<file path="src/rtl/dense_layer_seq.sv">
// dense_layer_seq: sequencer for one fully-connected int8 layer.
// Walks the input/weight/bias memories, drives an external combinational
// 16x16 signed multiplier with zero-point-shifted operands, accumulates the
// 32-bit products, then applies bias, optional ReLU and fixed-point
// requantization before writing one int8 activation per output neuron.
// Build option: define DENSE_SAT_EN to clamp results to [-128,127]; when it
// is undefined the result is the low byte of the 16-bit requantized value.
module dense_layer_seq #(
  parameter int IN_AW  = 10,
  parameter int OUT_AW = 10,
  parameter int W_AW   = 17
) (
  input  logic                     i_clk,
  input  logic                     i_rst,
  input  logic                     i_start,
  input  logic [IN_AW-1:0]         i_n_in,
  input  logic [OUT_AW-1:0]        i_n_out,
  input  logic                     i_relu_en,
  input  logic [7:0]               i_input_zp,
  input  logic [7:0]               i_filter_zp,
  input  logic [7:0]               i_output_zp,
  input  logic [31:0]              i_quant_mult,
  input  logic [4:0]               i_quant_shift,
  output logic [IN_AW-1:0]         o_in_addr,
  input  logic [7:0]               i_in_data,
  output logic [W_AW-1:0]          o_w_addr,
  input  logic [7:0]               i_w_data,
  output logic [OUT_AW-1:0]        o_b_addr,
  input  logic [31:0]              i_b_data,
  output logic signed [15:0]       o_mul_a,
  output logic signed [15:0]       o_mul_b,
  input  logic signed [31:0]       i_mul_z,
  output logic                     o_out_we,
  output logic [OUT_AW-1:0]        o_out_addr,
  output logic [7:0]               o_out_data,
  output logic                     o_busy,
  output logic                     o_done
);

  typedef enum logic [2:0] {
    S_IDLE,
    S_LOAD,
    S_MAC,
    S_DRAIN,
    S_BIAS,
    S_REQ,
    S_WRITE,
    S_DONE
  } state_t;

  state_t state_q, state_d;

  // Latched layer configuration.
  logic [IN_AW-1:0]  n_in_q;
  logic [OUT_AW-1:0] n_out_q;
  logic              relu_q;
  logic [7:0]        izp_q, fzp_q, ozp_q;
  logic [31:0]       mult_q;
  logic [4:0]        shift_q;

  // Walk counters: input index k, neuron index j, weight row base j*n_in.
  logic [IN_AW-1:0]  k_q;
  logic [OUT_AW-1:0] j_q;
  logic [W_AW-1:0]   base_q;
  logic [W_AW-1:0]   w_addr_q;

  // Pipeline bookkeeping: drain_q marks the second DRAIN cycle, rd_v_q marks
  // memory data valid (cycle after a MAC read), op_v_q marks operands valid.
  logic              drain_q;
  logic              rd_v_q;
  logic              op_v_q;

  logic signed [15:0] mul_a_q, mul_b_q;
  logic [31:0]        acc_q;
  logic [31:0]        r_q;
  logic [7:0]         out_q;

  logic              start_ok;
  logic              last_k;
  logic              last_j;
  logic [31:0]       bias_sum;
  logic [W_AW-1:0]   next_base;

  assign start_ok  = (state_q == S_IDLE) && i_start;
  assign last_k    = (k_q == n_in_q - IN_AW'(1));
  assign last_j    = (j_q == n_out_q - OUT_AW'(1));
  assign bias_sum  = acc_q + i_b_data;
  assign next_base = base_q + W_AW'(n_in_q);

  // State register.
  // NOTE: sequential state uses non-blocking assignments so every register
  // samples the pre-edge values regardless of block ordering.
  always_ff @(posedge i_clk or posedge i_rst) begin
    if (i_rst) state_q <= S_IDLE;
    else       state_q <= state_d;
  end

  // Next-state logic.
  // NOTE: state_d gets its default before the case so every path assigns it
  // and no latch is inferred.
  always_comb begin
    state_d = state_q;
    case (state_q)
      S_IDLE:  if (i_start) state_d = S_LOAD;
      S_LOAD:  state_d = ((n_in_q == '0) || (n_out_q == '0)) ? S_DONE : S_MAC;
      S_MAC:   if (last_k) state_d = S_DRAIN;
      S_DRAIN: if (drain_q) state_d = S_BIAS;
      S_BIAS:  state_d = S_REQ;
      S_REQ:   state_d = S_WRITE;
      S_WRITE: state_d = last_j ? S_DONE : S_MAC;
      S_DONE:  state_d = S_IDLE;
      default: state_d = S_IDLE;
    endcase
  end

  // Capture the layer configuration in the cycle the start is accepted.
  always_ff @(posedge i_clk or posedge i_rst) begin
    if (i_rst) begin
      n_in_q  <= '0;
      n_out_q <= '0;
      relu_q  <= 1'b0;
      izp_q   <= '0;
      fzp_q   <= '0;
      ozp_q   <= '0;
      mult_q  <= '0;
      shift_q <= '0;
    end else if (start_ok) begin
      n_in_q  <= i_n_in;
      n_out_q <= i_n_out;
      relu_q  <= i_relu_en;
      izp_q   <= i_input_zp;
      fzp_q   <= i_filter_zp;
      ozp_q   <= i_output_zp;
      mult_q  <= i_quant_mult;
      shift_q <= i_quant_shift;
    end
  end

  // Address walk: k steps through the inputs, the weight address tracks
  // base+k, and the row base advances by n_in per neuron (no multiplier).
  always_ff @(posedge i_clk or posedge i_rst) begin
    if (i_rst) begin
      k_q      <= '0;
      j_q      <= '0;
      base_q   <= '0;
      w_addr_q <= '0;
    end else begin
      case (state_q)
        S_LOAD: begin
          k_q      <= '0;
          j_q      <= '0;
          base_q   <= '0;
          w_addr_q <= '0;
        end
        S_MAC: begin
          k_q      <= k_q + IN_AW'(1);
          w_addr_q <= w_addr_q + W_AW'(1);
        end
        S_WRITE: begin
          k_q      <= '0;
          j_q      <= j_q + OUT_AW'(1);
          base_q   <= next_base;
          w_addr_q <= next_base;
        end
        default: ;
      endcase
    end
  end

  // Pipeline valid flags and the two-cycle drain counter.
  always_ff @(posedge i_clk or posedge i_rst) begin
    if (i_rst) begin
      drain_q <= 1'b0;
      rd_v_q  <= 1'b0;
      op_v_q  <= 1'b0;
    end else begin
      drain_q <= (state_q == S_DRAIN) && !drain_q;
      rd_v_q  <= (state_q == S_MAC);
      op_v_q  <= rd_v_q;
    end
  end

  // Operand stage: zero-point-shifted operands, held between MAC bursts.
  always_ff @(posedge i_clk or posedge i_rst) begin
    if (i_rst) begin
      mul_a_q <= '0;
      mul_b_q <= '0;
    end else if (rd_v_q) begin
      mul_a_q <= {{8{i_in_data[7]}}, i_in_data} - {{8{izp_q[7]}}, izp_q};
      mul_b_q <= {{8{i_w_data[7]}}, i_w_data} - {{8{fzp_q[7]}}, fzp_q};
    end
  end

  // Accumulate stage, then bias add and ReLU; acc wraps modulo 2^32.
  always_ff @(posedge i_clk or posedge i_rst) begin
    if (i_rst) begin
      acc_q <= '0;
      r_q   <= '0;
    end else if ((state_q == S_LOAD) || (state_q == S_WRITE)) begin
      acc_q <= '0;
    end else if (op_v_q) begin
      acc_q <= acc_q + i_mul_z;
    end else if (state_q == S_BIAS) begin
      acc_q <= bias_sum;
      r_q   <= (relu_q && bias_sum[31]) ? '0 : bias_sum;
    end
  end

  // Requantization: round-to-nearest fixed-point multiply by mult/2^(31-shift),
  // then add the output zero point.
  logic [5:0]         ts;
  logic signed [63:0] r64, m64, rnd64, p64;
  logic [7:0]         out_d;
`ifdef DENSE_SAT_EN
  logic signed [15:0] y16;
`endif

  // Combinational requant datapath feeding the output register.
  always_comb begin
    ts    = 6'd31 - {1'b0, shift_q};
    r64   = {{32{r_q[31]}}, r_q};
    m64   = {{32{mult_q[31]}}, mult_q};
    rnd64 = (ts == 6'd0) ? 64'sd0 : (64'sd1 <<< (ts - 6'd1));
    p64   = r64 * m64 + rnd64;
`ifdef DENSE_SAT_EN
    y16   = 16'(p64 >>> ts) + {{8{ozp_q[7]}}, ozp_q};
    if (y16 > 16'sd127)        out_d = 8'h7F;
    else if (y16 < -16'sd128)  out_d = 8'h80;
    else                       out_d = y16[7:0];
`else
    out_d = 8'(p64 >>> ts) + ozp_q;
`endif
  end

  // Result register, loaded in REQ and presented during WRITE.
  always_ff @(posedge i_clk or posedge i_rst) begin
    if (i_rst)                 out_q <= '0;
    else if (state_q == S_REQ) out_q <= out_d;
  end

  assign o_in_addr  = k_q;
  assign o_w_addr   = w_addr_q;
  assign o_b_addr   = j_q;
  assign o_mul_a    = mul_a_q;
  assign o_mul_b    = mul_b_q;
  assign o_out_we   = (state_q == S_WRITE);
  assign o_out_addr = j_q;
  assign o_out_data = out_q;
  assign o_busy     = (state_q != S_IDLE);
  assign o_done     = (state_q == S_DONE);

endmodule

</file>
<file path="config.mk">
export PLATFORM = sky130hd
export DESIGN_NAME = dense_layer_seq
export DESIGN_NICKNAME = d
export VERILOG_FILES = /design/src/rtl/dense_layer_seq.sv
export SDC_FILE = /design/constraint.sdc
export NUM_CORES = 2
export LEC_CHECK = 0
export CAP_MARGIN = 20
export CORE_UTILIZATION = 61
export DETAILED_ROUTE_END_ITERATION = 8
export GPL_TIMING_DRIVEN = 0
export PLACE_DENSITY_LB_ADDON = 0.25
export SLEW_MARGIN = 20
export SYNTH_ARGS = -nofsm -noshare
export SYNTH_HDL_FRONTEND = slang
export SYNTH_SLANG_ARGS = --single-unit
</file>
<file path="constraint.sdc">
create_clock -name i_clk -period 15.9 [get_ports i_clk]
set_clock_uncertainty 0.1 [all_clocks]
set_input_delay 3.18 -clock i_clk [delete_from_list [all_inputs] [get_ports i_clk]]
set_output_delay 3.18 -clock i_clk [all_outputs]
set_load 0.005 [all_outputs]
</file>
==> summary.txt <==
Timing
  • Setup WS post-layout: 3.16 ns
  • Final hold vios: 0
  • Fin crit share: 80.1%
  • Final setup viols: 0
  • Relative slew slack: between 20% and 30%
  • RSZ-0062 raised after global routing: false
  • Final min period: approximately 13 ns
  • Setup TNS: 0 ns
  • Slew @ Worst Pin: 1.16 ns
  • Fmax: ~80 MHz
  • Pins Over Slew Limit: 0

Logic synthesis
  • Synthesized flop and latch total: 232
  • Number of enable flip-flop cells after synthesis: 0
  • Count of unique library cells instantiated by Yosys: 85
  • Main flop type after synthesis: dfrtp_1
  • Post-Syn Area: 40000 um2
  • Post-synthesis mux area share: 4.24%
  • Simple-Gate Fraction of Synth Area: 14.6%
  • Main combinational cell family by area after synthesis: adder cells
  • Yosys warning total: 0
  • Synth Instances: 4514
  • Fraction of registers with async set/reset: 100%
  • Compound-gate portion of the synthesized area: 10.4%
  • Sequential-to-total area share from yosys stat: between 10% and 20%
  • Avg Inst Size Synth: ~9 um2
  • Post-Synth Adder-Cell Area: 41.3%
  • Post-Synth XOR/XNOR Area: 4.51%

Place
  • DP Wirelength: about 97000 um
  • Buffers added on ports: 254
  • Pre-CTS setup slack: 3.54 ns
  • RePlAce Congestion: 0.990
  • Placed Area: roughly 44000 um2

Clocking
  • CTS tree: done
  • CTS clk-pin slew, worst paths: 0.07 ns
  • H-tree depth: 1
  • Root buffer cell: clkbuf_16
  • Total clock sinks: 232
  • Insertion delay to the later sink of the worst-skew pair: between 0.5 and 0.6 ns
  • Bufs on Longest Clock Path: 3
  • Post-CTS Resized: 0
  • Post-CTS setup buffers: 0
  • CTS Buf Count: 26
  • Hold_buf cts: 0

Drt
  • Post-route DRC: 0
  • ANT nets after route: 0
  • TritonRoute pass-1 iters: 8
  • Drt total wl: 116000 um
  • Via count: roughly 33000
  • Avg Vias per Cell: slightly below 6
  • Number of DRC markers in iteration 0: between 2000 and 3000
  • Wirelength per Cell: 20.4 um

Floorplan
  • DIE AREA: 66700 um2
  • Rows: a little over 90
  • Chip height: 258 um
  • CORE AREA: 64700 um2
  • Initial cell density of the core: approximately three fifths
  • Top-Level Pins: 255
  • Die width: 258 um

Worst setup path
  • Setup crit end kind: flip-flop
  • CP required: 16.26 ns
  • Crit start category: flip-flop
  • R2R setup slack: 3.16 ns
  • CP max-delay cell: nor3_1
  • Kind of critical path: flip-flop to flip-flop
  • Largest stage delay, worst path: roughly 0.9 ns
  • Worst-path fanout max: 10
  • Critical Path Most Common Cell: fa_1
  • CP Data Arrival Time: 13.09 ns

Final layout
  • Final instance area: ~45000 um2
  • NumNets Final: 5896
  • Share of layout cells above drive strength 1: 3.96%
  • Final Util: 69.0%
  • Area grow syn2layout: 11.5%

Global route
  • First-pass GRT wire length: 183000 um
  • GR Overflow Total: 0
  • Largest net degree at the start of global routing: 95
  • Total Routing Usage GR: 35.5%
  • Vias in the first global route: 34000
  • Initial antenna violation count: 14

Worst hold path
  • Hold Path Class: flip-flop to flip-flop

Run
  • Max-Cap Viols: 0

Outcome
  • Status: finished, final reports clean
-- cell type report --
class	count	area, um2
Multi-Input combinational cell	3204	30100
Fill cell	5180	20000
Sequential cell	232	5810
Inverter	823	3100
Timing Repair Buffer	257	2610
Buffer	260	1070
Tap cell	855	1070
Clock buffer	37	772
Clock inverter	11	114
Antenna cell	13	32.5
-- synth_stat cells (all sizes together), types with 4 or more instances --
master	count	area, um2
and2	210	1320
a21o	56	420
o21ai	168	845
and3	22	138
and4	6	52.6
a211o	9	78.8
nand2	743	2790
xnor2	151	1320
ha	267	3340
or3	11	68.8
mux4	17	383
o21a	19	143
dfrtp	232	5810
o21bai	22	165
a2111oi	7	92.6
a211oi	18	135
buf	40	248
a31oi	25	156
nand4	24	150
or4	4	30.0
mux2	79	893
nor2b	13	81.3
a311oi	6	58.8
clkbuf	220	827
mux2i	42	420
a22o	41	359
inv	822	3090
a221o	6	60.1
o31a	6	52.6
a22oi	6	50.1
xor2	55	482
nand2b	28	175
nand3	40	200
a21oi	139	696
fa	660	13200
or2	6	37.5
o31ai	7	52.6
nor2	138	518
o221ai	11	96.3
o22ai	4	25.0
nor3	40	200
o311ai	6	52.6
nor3b	4	30.0
o211ai	30	230
nand3b	5	37.5
-- cell families (layout without fill, tap and decap cells) --
logic type	after synthesis	after routing
and+or+nand+nor	1299	1299
buffers and inverters	1083	1388
adders and majority gates	927	927
AOI/OAI and AO/OA	627	627
DFF	232	232
xor gates and xnor gates	206	206
muxes	138	138
other	2	20
-- registers in the layout, summed over array words and instances (netlist names), 9 cells and up --
name       flops
o_w_addr      17
mult_q        32
base_q        17
o_in_addr     10
acc_q         32
n_out_q       10
o_b_addr      10
r_q           32
o_mul_a        9
o_mul_b        9
n_in_q        10
-- path summary, 6_finish.rpt --
path,depth (start not counted),startpoint,end
hold / removal,0,rd_v_q,op_v_q
setup / recovery,39,shift_q[1],o_out_data[7]
max in group asynchronous,3,i_rst,mult_q[23]
min in group asynchronous,2,i_rst,o_w_addr[9]
setup reg to reg,39,shift_q[1],o_out_data[7]
hold reg to reg,0,rd_v_q,op_v_q
-- metal layers --
metal  vias up  share of wire [%]  GRT usage (%)
met3       400                8.4           5.69
met1     16600                 38           45.3
met4         4                6.1           18.6
li1      14800                  -              -
met2      1503                 48           58.7
met5         -              0.028              0
-- stage by stage --
stage	cells	hold slack, ns
final	5692	0.363
after global routing	5683	0.374
after detailed placement	5631	0.336
after global placement	5628	0.339
after CTS	5679	0.362
after floorplan	4519	0.252
-- cell usage in the layout, fill, tap and decap left out, drive strengths merged, types with 7 or more instances in the layout --
master,count
a2111oi,7
a211o,9
a211oi,18
a21o,56
a21oi,139
a22o,41
a31oi,25
and2,210
and3,22
buf,43
clkbuf,257
clkdlybuf4s50,254
clkinv,8
conb,7
dfrtp,232
diode,13
fa,660
ha,267
inv,823
mux2,79
mux2i,42
mux4,17
nand2,743
nand2b,28
nand3,40
nand4,24
nor2,138
nor2b,13
nor3,40
o211ai,30
o21a,19
o21ai,168
o21bai,22
o221ai,11
o31ai,7
or3,11
xnor2,151
xor2,55
-- critical path, delay by kind of cell, from the launching register on --
family	cells	cell delay [ns]
buffers and inverters	7	1.53
flip-flops	1	0.40
AND/OR/NAND/NOR	3	1.27
AO/OA/AOI/OAI	15	3.21
multiplexers	2	0.99
XOR/XNOR	2	0.24
adder cells (fa/ha/maj)	10	4.86
Power is not shown: default switching activity piles up to over one toggle a cycle in this logic, so the estimate is an artifact.
